`config.mk`:
```
export PLATFORM = sky130hd
export DESIGN_NAME = fta_io_timeout64
export DESIGN_NICKNAME = d
export VERILOG_FILES = /design/src/rtl/fta_bus_pkg.sv /design/src/rtl/fta_io_timeout_ctr.sv /design/src/rtl/fta_io_timeout64.sv
export SDC_FILE = /design/constraint.sdc
export NUM_CORES = 1
export LEC_CHECK = 0
export ABC_AREA = 1
export BUFFER_PORTS_ARGS = -buffer_cell sky130_fd_sc_hd__buf_2
export CAP_MARGIN = 20
export CORE_AREA = 8 8 161 163
export DETAILED_ROUTE_END_ITERATION = 7
export DIE_AREA = 0 0 169 171
export GPL_ROUTABILITY_DRIVEN = 0
export MAX_ROUTING_LAYER = met4
export PLACE_DENSITY = 0.56
export REMOVE_ABC_BUFFERS = 1
export SETUP_SLACK_MARGIN = 0.2
export SYNTH_ARGS = -nofsm -noshare
export SYNTH_HDL_FRONTEND = slang
export SYNTH_SLANG_ARGS = --single-unit
```
`constraint.sdc`:
```
create_clock -name clk_i -period 2.14 [get_ports clk_i]
set_input_delay 0 -clock clk_i [delete_from_list [all_inputs] [get_ports clk_i]]
set_output_delay 0 -clock clk_i [all_outputs]
set_load 0.05 [all_outputs]
```
`src/rtl/fta_bus_pkg.sv`:
```
// ---------------------------------------------------------------------------
// fta_bus_pkg
// Shared FTA bus types: the 64-bit command request and response channels,
// plus the state encoding of the I/O timeout monitor.
// No ports (package).
// ---------------------------------------------------------------------------
package fta_bus_pkg;

    typedef logic [7:0] fta_tranid_t;

    typedef struct packed {
        logic [2:0]  cti;
        logic [5:0]  blen;
        fta_tranid_t tid;
        logic        cyc;
        logic        stb;
        logic        we;
        logic [7:0]  sel;
        logic [31:0] vadr;
        logic [31:0] padr;
        logic [63:0] data1;
    } fta_cmd_request64_t;

    typedef struct packed {
        fta_tranid_t tid;
        logic [2:0]  pri;
        logic        stall;
        logic        next;
        logic        ack;
        logic        rty;
        logic        err;
        logic [31:0] adr;
        logic [63:0] dat;
    } fta_cmd_response64_t;

    typedef enum logic [1:0] {
        IDLE  = 2'd0,
        WAIT  = 2'd1,
        ERR   = 2'd2,
        DRAIN = 2'd3
    } fta_io_timeout_state_t;

    // Value err_adr_o shows when nothing has been logged.
    localparam logic [31:0] FTA_IO_TIMEOUT_ADR_RST = 32'hFFFF_FFFF;
    localparam logic [15:0] FTA_IO_TIMEOUT_CNT_MAX = 16'hFFFF;

endpackage

```
`src/rtl/fta_io_timeout_ctr.sv`:
```
// ---------------------------------------------------------------------------
// fta_io_timeout_ctr
// Up-counter for the I/O timeout monitor with a terminal-count compare at
// TIMEOUT-1.
// Ports:
//   clk_i  - clock
//   rst_ni - asynchronous active-low reset (count forced to 0)
//   clr    - synchronous clear to 0 (wins over en)
//   en     - count up by one
//   tc     - count equals TIMEOUT-1
// ---------------------------------------------------------------------------
module fta_io_timeout_ctr #(
    parameter int unsigned TIMEOUT = 1024,
    parameter int unsigned CNTW    = 10
) (
    input  logic clk_i,
    input  logic rst_ni,
    input  logic clr,
    input  logic en,
    output logic tc
);

    // TIMEOUT may equal 2**CNTW, so TIMEOUT-1 always fits in CNTW bits.
    localparam logic [CNTW-1:0] TC_VAL = CNTW'(TIMEOUT - 1);

    logic [CNTW-1:0] cnt;

    always_ff @(posedge clk_i or negedge rst_ni) begin
        if (!rst_ni) begin
            cnt <= '0;
        end else if (clr) begin
            cnt <= '0;
        end else if (en) begin
            cnt <= cnt + CNTW'(1);
        end
    end

    assign tc = (cnt == TC_VAL);

endmodule

```
`src/rtl/fta_io_timeout64.sv`:
```
// ---------------------------------------------------------------------------
// fta_io_timeout64
// Watches the bridge's 64-bit master request and the merged device response.
// If no response with the captured tid arrives within TIMEOUT cycles, it
// emits a single registered error response on resp_o so the master is not
// left hanging.
//
// Ports:
//   clk_i     - clock
//   rst_ni    - asynchronous active-low reset
//   req       - monitored copy of the registered master request
//   resp_i    - monitored merged device response
//   resp_o    - synthesized error response (all-zero except the err pulse)
//   busy_o    - a request is being timed (WAIT or ERR)
//   err_cnt_o - saturating count of timeouts (0 unless logging enabled)
//   err_adr_o - padr of the latest timed-out request (all-ones unless logging)
//
// Build option: define FTA_IO_TIMEOUT_LOG_EN to enable err_cnt_o/err_adr_o
// logging; otherwise both are constants.
//
// state | meaning
// ------+--------------------------------------------------------------
// IDLE  | no request timed; waiting for a new request
// WAIT  | request captured, counting cycles until response or timeout
// ERR   | one cycle; resp_o carries the error pulse
// DRAIN | error issued; wait for cyc to drop or a new tid
// ---------------------------------------------------------------------------
module fta_io_timeout64
    import fta_bus_pkg::*;
#(
    parameter int unsigned TIMEOUT = 1024,
    parameter int unsigned CNTW    = 10
) (
    input  logic                clk_i,
    input  logic                rst_ni,
    input  fta_cmd_request64_t  req,
    input  fta_cmd_response64_t resp_i,
    output fta_cmd_response64_t resp_o,
    output logic                busy_o,
    output logic [15:0]         err_cnt_o,
    output logic [31:0]         err_adr_o
);

    fta_io_timeout_state_t state, state_nxt;
    fta_cmd_response64_t   resp_d;

    logic        cyc_q;
    fta_tranid_t cap_tid;
    logic [31:0] cap_padr;
    logic        cap_we;
    logic        capture;
    logic        new_req;
    logic        resp_match;
    logic        ctr_en;
    logic        tc;

    // A held request with an unchanged tid is the same request; only a
    // rising cyc or a tid change starts a new timing window.
    assign new_req    = req.cyc & req.stb & (~cyc_q | (req.tid != cap_tid));
    assign resp_match = (resp_i.ack | resp_i.err | resp_i.rty) &
                        (resp_i.tid == cap_tid);

    fta_io_timeout_ctr #(
        .TIMEOUT (TIMEOUT),
        .CNTW    (CNTW)
    ) u_ctr (
        .clk_i  (clk_i),
        .rst_ni (rst_ni),
        .clr    (capture),
        .en     (ctr_en),
        .tc     (tc)
    );

    always_ff @(posedge clk_i or negedge rst_ni) begin
        if (!rst_ni) begin
            state <= IDLE;
        end else begin
            state <= state_nxt;
        end
    end

    always_comb begin
        state_nxt = state;
        capture   = 1'b0;
        case (state)
            IDLE: begin
                if (new_req) begin
                    state_nxt = WAIT;
                    capture   = 1'b1;
                end
            end
            WAIT: begin
                // A matching response beats the terminal count.
                if (resp_match || !req.cyc) begin
                    state_nxt = IDLE;
                end else if (tc) begin
                    state_nxt = ERR;
                end
            end
            ERR: begin
                state_nxt = DRAIN;
            end
            DRAIN: begin
                if (!req.cyc) begin
                    state_nxt = IDLE;
                end else if (new_req) begin
                    state_nxt = WAIT;
                    capture   = 1'b1;
                end
            end
            default: begin
                state_nxt = IDLE;
            end
        endcase
    end

    always_comb begin
        busy_o = (state == WAIT) || (state == ERR);
        ctr_en = (state == WAIT);
        resp_d = '0;
        if (state_nxt == ERR) begin
            resp_d.err = 1'b1;
            resp_d.tid = cap_tid;
            resp_d.adr = cap_padr;
        end
    end

    // Error pulse is registered so it lines up with the ERR state cycle.
    always_ff @(posedge clk_i or negedge rst_ni) begin
        if (!rst_ni) begin
            resp_o <= '0;
        end else begin
            resp_o <= resp_d;
        end
    end

    always_ff @(posedge clk_i or negedge rst_ni) begin
        if (!rst_ni) begin
            cyc_q    <= 1'b0;
            cap_tid  <= '0;
            cap_padr <= '0;
            cap_we   <= 1'b0;
        end else begin
            cyc_q <= req.cyc;
            if (capture) begin
                cap_tid  <= req.tid;
                cap_padr <= req.padr;
                cap_we   <= req.we;
            end
        end
    end

`ifdef FTA_IO_TIMEOUT_LOG_EN
    logic [15:0] err_cnt_q;
    logic [31:0] err_adr_q;

    always_ff @(posedge clk_i or negedge rst_ni) begin
        if (!rst_ni) begin
            err_cnt_q <= '0;
            err_adr_q <= FTA_IO_TIMEOUT_ADR_RST;
        end else if (state == ERR) begin
            if (err_cnt_q != FTA_IO_TIMEOUT_CNT_MAX) begin
                err_cnt_q <= err_cnt_q + 16'd1;
            end
            err_adr_q <= cap_padr;
        end
    end

    assign err_cnt_o = err_cnt_q;
    assign err_adr_o = err_adr_q;
`else
    assign err_cnt_o = '0;
    assign err_adr_o = FTA_IO_TIMEOUT_ADR_RST;
`endif

    // Reads and writes are timed identically, so the captured we and most
    // request/response fields are observed but not acted on.
    logic unused_bits;
    assign unused_bits = ^{req, resp_i, cap_we};

endmodule

```
* Yosys cells after proc, flatten, opt, wreduce, memory -nomap -nowiden
Index checks and enable logic that the tools add are counted.
** Storage, ports and cells
- Register bits after elaboration :: 94
- Bits in latches :: 0
- Memory bits (writable) :: 0
- ROM bits :: 0
- Input port bits :: 270
- Output and inout bits :: 161
- Logic and storage cells :: 40
- Memories :: 0
** Operators by class
- Add/subtract/negate cells :: 1
- Multiply operators :: 0
- Div/mod/pow operators :: 0
- $lt $le $gt $ge :: 0
- Equality and inequality tests :: 7
- Shift-type cells :: 0
- Muxes and demuxes :: 12
- Bitwise gates (word level) :: 7
- Reductions and logical operators :: 5
** Operator list (number)
- two-way mux 33 bit :: 1
- two-way mux 10 bit :: 2
- adder 10 x 1 -> 10 bit (second input constant) :: 1
- == test 10 bit (second input constant) :: 1
- == test 8 bit :: 1
- two-way mux 2 bit :: 4
- two-way mux 8 bit :: 1
- inequality test 8 bit :: 1
- case mux 2 bit (4 select lines) :: 1
- == test 2 bit (second input constant) :: 3
- bitwise AND 1 bit :: 3
- OR 1 bit :: 3
- == test 2 x 1 -> 1 bit (second input constant) :: 1
- logical NOT 2 bit :: 1
- logical OR 1 bit :: 2
- two-way mux 1 bit :: 2
- case mux 1 bit (2 select lines) :: 1
- nonzero test 2 bit :: 1
- logical NOT 1 bit :: 1
- NOT 1 bit :: 1

* Logic depth before layout (Yosys ltp)
- Word-level depth :: 8
- Depth in mapped cells :: 15
- Gate-level depth less buffers :: 14

* By module
Synthesis repeated with hierarchy kept, for this count alone.
** Unflattened totals
- Cells, all modules :: 553
- Area total of the unflattened synthesis :: 4843.4 µm²
** Modules (own cells, without submodules)
- fta_io_timeout64 :: instances 1, cells an instance 476, area each 4264.1 µm²
- fta_io_timeout_ctr :: instances 1, cells an instance 77, area each 579.3 µm²

* Least setup slack after synthesis
OpenSTA, ideal clock, no wires.
- Path kind :: register -> register
- Start :: register state[0]
- End :: register cap_padr[24]
- Arrival time :: 1.617 ns
- Data required time :: 2.010 ns
- Setup slack :: 0.393 ns
- Stages on the path, launching flop included :: 8
- Clock period less this slack :: 1.747 ns
- Cell sequence :: dfrtp_1 inv_1 ha_1 nor2_1 nand2_2 inv_2 clkbuf_1 o21ai_0
** On the way
- Cells in the longest elaborated chain, start to end :: 2
- Elaborated cells between the ends (all ways) :: 3
** Ends and longest elaborated chain
- start: declaration :: RTL line fta_io_timeout64.sv:44 : fta_io_timeout_state_t state, state_nxt;
- start signal: assignment :: RTL line fta_io_timeout64.sv:78 : state <= state_nxt;
- == test 2 bit or logical NOT 2 bit (tied branches) :: RTL line fta_io_timeout64.sv:85 : case (state)
- case mux 1 bit (2 select lines) * :: RTL line fta_io_timeout64.sv:85
- end signal: assignment :: RTL line fta_io_timeout64.sv:147 : cap_padr <= req.padr;
- end: declaration :: RTL line fta_io_timeout64.sv:49 : logic [31:0] cap_padr;
Every way passes the cells marked *; elsewhere a longest branch is shown, timed or not.
A chain may end at the register's enable or synchronous reset.

==> impl_metrics.json <==
{
  "ir_drop_v": 0.0003512,
  "yosysSeqAreaShare_pct": 48.43,
  "synth_top_cells_by_area": "dfrtp_1 48%, buf_4 18%, nand2_1 7.7%",
  "final_max_slew_viol_count": 0,
  "drt_iter0_markers": 222,
  "critPathLaunch": "u_ctr.cnt[1]$_DFFE_PN0P_",
  "grt_max_degree": 62,
  "drc": 0,
  "whs_ns": 0.1615,
  "yosys_warnings": 0,
  "worst-setup-path-type": "reg -> reg",
  "min_period_over_period_pct": 83.20,
  "place_ws_ns": 0.2545,
  "die_width_um": 169,
  "placed_cell_area_sq_mm": 0.005288,
  "wl_per_cell_um": 11.84,
  "holdCritPathClass": "in -> async",
  "numPortBuffers": 96,
  "syn_avg_cell_area_sq_um": 8.847,
  "clkTransAtPathRegs_ns": 0.07,
  "post-route-util_pct": 26.43,
  "grt_pass1_wl_mm": 18.38,
  "synth.mux.area_fraction_pct": 0.2318,
  "power.density_mw_per_mm2": 961.6,
  "synthCells": 549,
  "syn_area_sq_mm": 0.004857,
  "fmax_mhz": 561.7,
  "layout-drive-gt1-share_pct": 25.68,
  "arrival_ns": 2.05,
  "antenna_left": 0,
  "nets": 972,
  "wirelength_mm": 12.09,
  "grt-ovfl-total": 0,
  "reg2regPathDepth": 12,
  "synthXorXnorAreaFrac_pct": 1.082,
  "num_io_pins": 431,
  "skew_ns": 0.008352,
  "rsz0062_at_grt": "yes",
  "synthSimpleGateAreaFrac_pct": 16.64,
  "p_leak_nw": 3.366,
  "crit_fanout": 10,
  "synth_top_area_share_pct": 48.43,
  "grt_antenna_before_repair": 1,
  "worstSetupEndpoint": "resp_o[82]$_DFF_PN0_",
  "fp.dieH_um": 171,
  "cts_sinks": 94,
  "layout_commonest_cell": "conb_1",
  "synth.distinct_cells": 28,
  "cts_inserted_buffers": 9,
  "fillers": 2536,
  "period_needed_ns": 1.780,
  "reg2reg_slack_ns": 0.36,
  "track_usage_pct": 8.270,
  "area_growth_pct": 26.58,
  "endpoint_kind": "flop",
  "via_count": 3387,
  "status": "completed",
  "insertion_delay_ns": 0.35,
  "fin_cells": 1021,
  "start_util_pct": 20.88,
  "grt_pass1_vias": 3777,
  "synth_top_family_by_area": "buffers and inverters",
  "cts.htree.levels": 3,
  "die_area_sq_mm": 0.02890,
  "dp.cells": 955,
  "setup_viol": 0,
  "finalInstanceArea_sq_mm": 0.006148,
  "synth_compound_area_share_pct": 5.204,
  "synthAdderAreaFrac_pct": 1.546,
  "final_cell_mix": "119 x conb_1, 98 x nand2_1, 95 x buf_2",
  "reg2reg_to": "resp_o[82]$_DFF_PN0_",
  "timing.rr.start": "u_ctr.cnt[1]$_DFFE_PN0P_",
  "core_sq_mm": 0.02326,
  "ys_ff_latch": 94,
  "hpwl_mm": 8.812,
  "start_kind": "flop",
  "drtPass1Iterations": 4,
  "cts_root_buf": "clkbuf_16",
  "hold_violations": 0,
  "yosysTopAreaCell": "dfrtp_1",
  "fin_ws_ns": 0.3596,
  "cts_buffer_depth": 2,
  "maxCapViolations": 0,
  "cts_tree": "built",
  "via_per_inst": 3.317,
  "critPathRequiredTime_ns": 2.41,
  "row_count": 56
}
## stage by stage
| step | power (W) | setup TNS, ns |
|---|---|---|
| floorplan | 0.003739 | -0.7906 |
| global placement | 0.004092 | 0 |
| detailed placement | 0.004128 | 0 |
| CTS | 0.005939 | 0 |
| global route | 0.006374 | 0 |
| finish | 0.005912 | 0 |
## critical path, cell delays in order (launching register included)
cell and delay, ns:
dfrtp_1 0.38, ha_2 0.20, nand2_1 0.05, nor2_1 0.08, nand3_1 0.09, nor2_2 0.14, inv_1 0.05, nand4_1 0.09
nand2_2 0.08, nor2_4 0.16, nand2_8 0.10, buf_12 0.17, nor2_2 0.10
## synthesized netlist by cell type
library cell and n:
a21boi_0 1, ha_1 6, dfrtp_1 94, conb_1 2, or2_1 1, o211ai_1 1, xor2_1 5, buf_4 119
nand2_1 99, nor2_2 40, buf_6 5, xnor2_1 1, nor3_1 2, mux2_2 1, nand2_2 2, nand3b_1 2
nand2_4 1, o21ai_0 44, nand4_1 4, a21o_1 1, inv_1 78, nor2_1 16, clkbuf_1 3, buf_2 5
inv_2 5, a21oi_1 2, or2_2 1, nand3_1 8
## final cells by class
cell class	count	area, sq um	area share (%)
clock inverters	6	76.32	1.241
well taps	319	399.1	6.492
multi-input cells	357	1682	27.35
diodes	1	2.502	0.04070
repair buffers	151	1086	17.66
clock buffers	10	239.0	3.887
flip-flops and latches	94	2352	38.26
inverters	83	311.5	5.067
## per-layer routing
metal | GRT usage (%) | part of all wire [%] | up-vias
met5 | - | 0 | -
met4 | 2.424 | 1.0 | 0
met3 | 2.696 | 6.7 | 11
met2 | 11.42 | 41 | 173
met1 | 11.27 | 51 | 1507
li1 | - | - | 1696
## where the power goes
group / switching (W) / internal, W / leakage [nW]
logic: 0.00132 / 0.000515 / 1.97
registers: 0.000190 / 0.00219 / 1.24
clock network: 0.000738 / 0.000957 / 0.155
total: 0.00225 / 0.00366 / 3.37
## kinds of logic after synthesis
family	count (synthesis)
mux	1
buf+inv	215
compound gates	49
xor+xnor	6
flops	94
simple gates	176
other cells	2
fa+ha+maj	6
## worst min path at each step
| stage | start | slack, ns | end |
|---|---|---|---|
| finish | rst_ni | 0.16 | cap_padr[22]$_DFFE_PN0P_ |
| CTS | rst_ni | 0.15 | cap_padr[22]$_DFFE_PN0P_ |
| floorplan | rst_ni | -0.30 | cap_padr[0]$_DFFE_PN0P_ |
| global route | rst_ni | 0.19 | cap_padr[22]$_DFFE_PN0P_ |
| detailed placement | rst_ni | -0.008 | resp_o[86]$_DFF_PN0_ |
| global placement | rst_ni | -0.008 | cap_padr[22]$_DFFE_PN0P_ |
## timing repair
| item | CTS | global route |
|---|---|---|
| hold buffers | 42 | 0 |
| endpoints found under the setup margin | 0 | 45 |
| gates resized for setup | 0 | 8 |
| setup buffers | 0 | 5 |
| hold endpoints to repair | 74 | 0 |
## flip-flops by register name, indices dropped and copies added (netlist names)
| name | cells |
|---|---|
| cyc_q | 1 |
| resp_o | 41 |
| cap_tid | 8 |
| cap_padr | 32 |
| u_ctr.cnt | 10 |
| state | 2 |
No activity file was read; power rests on OpenSTA's default activity.
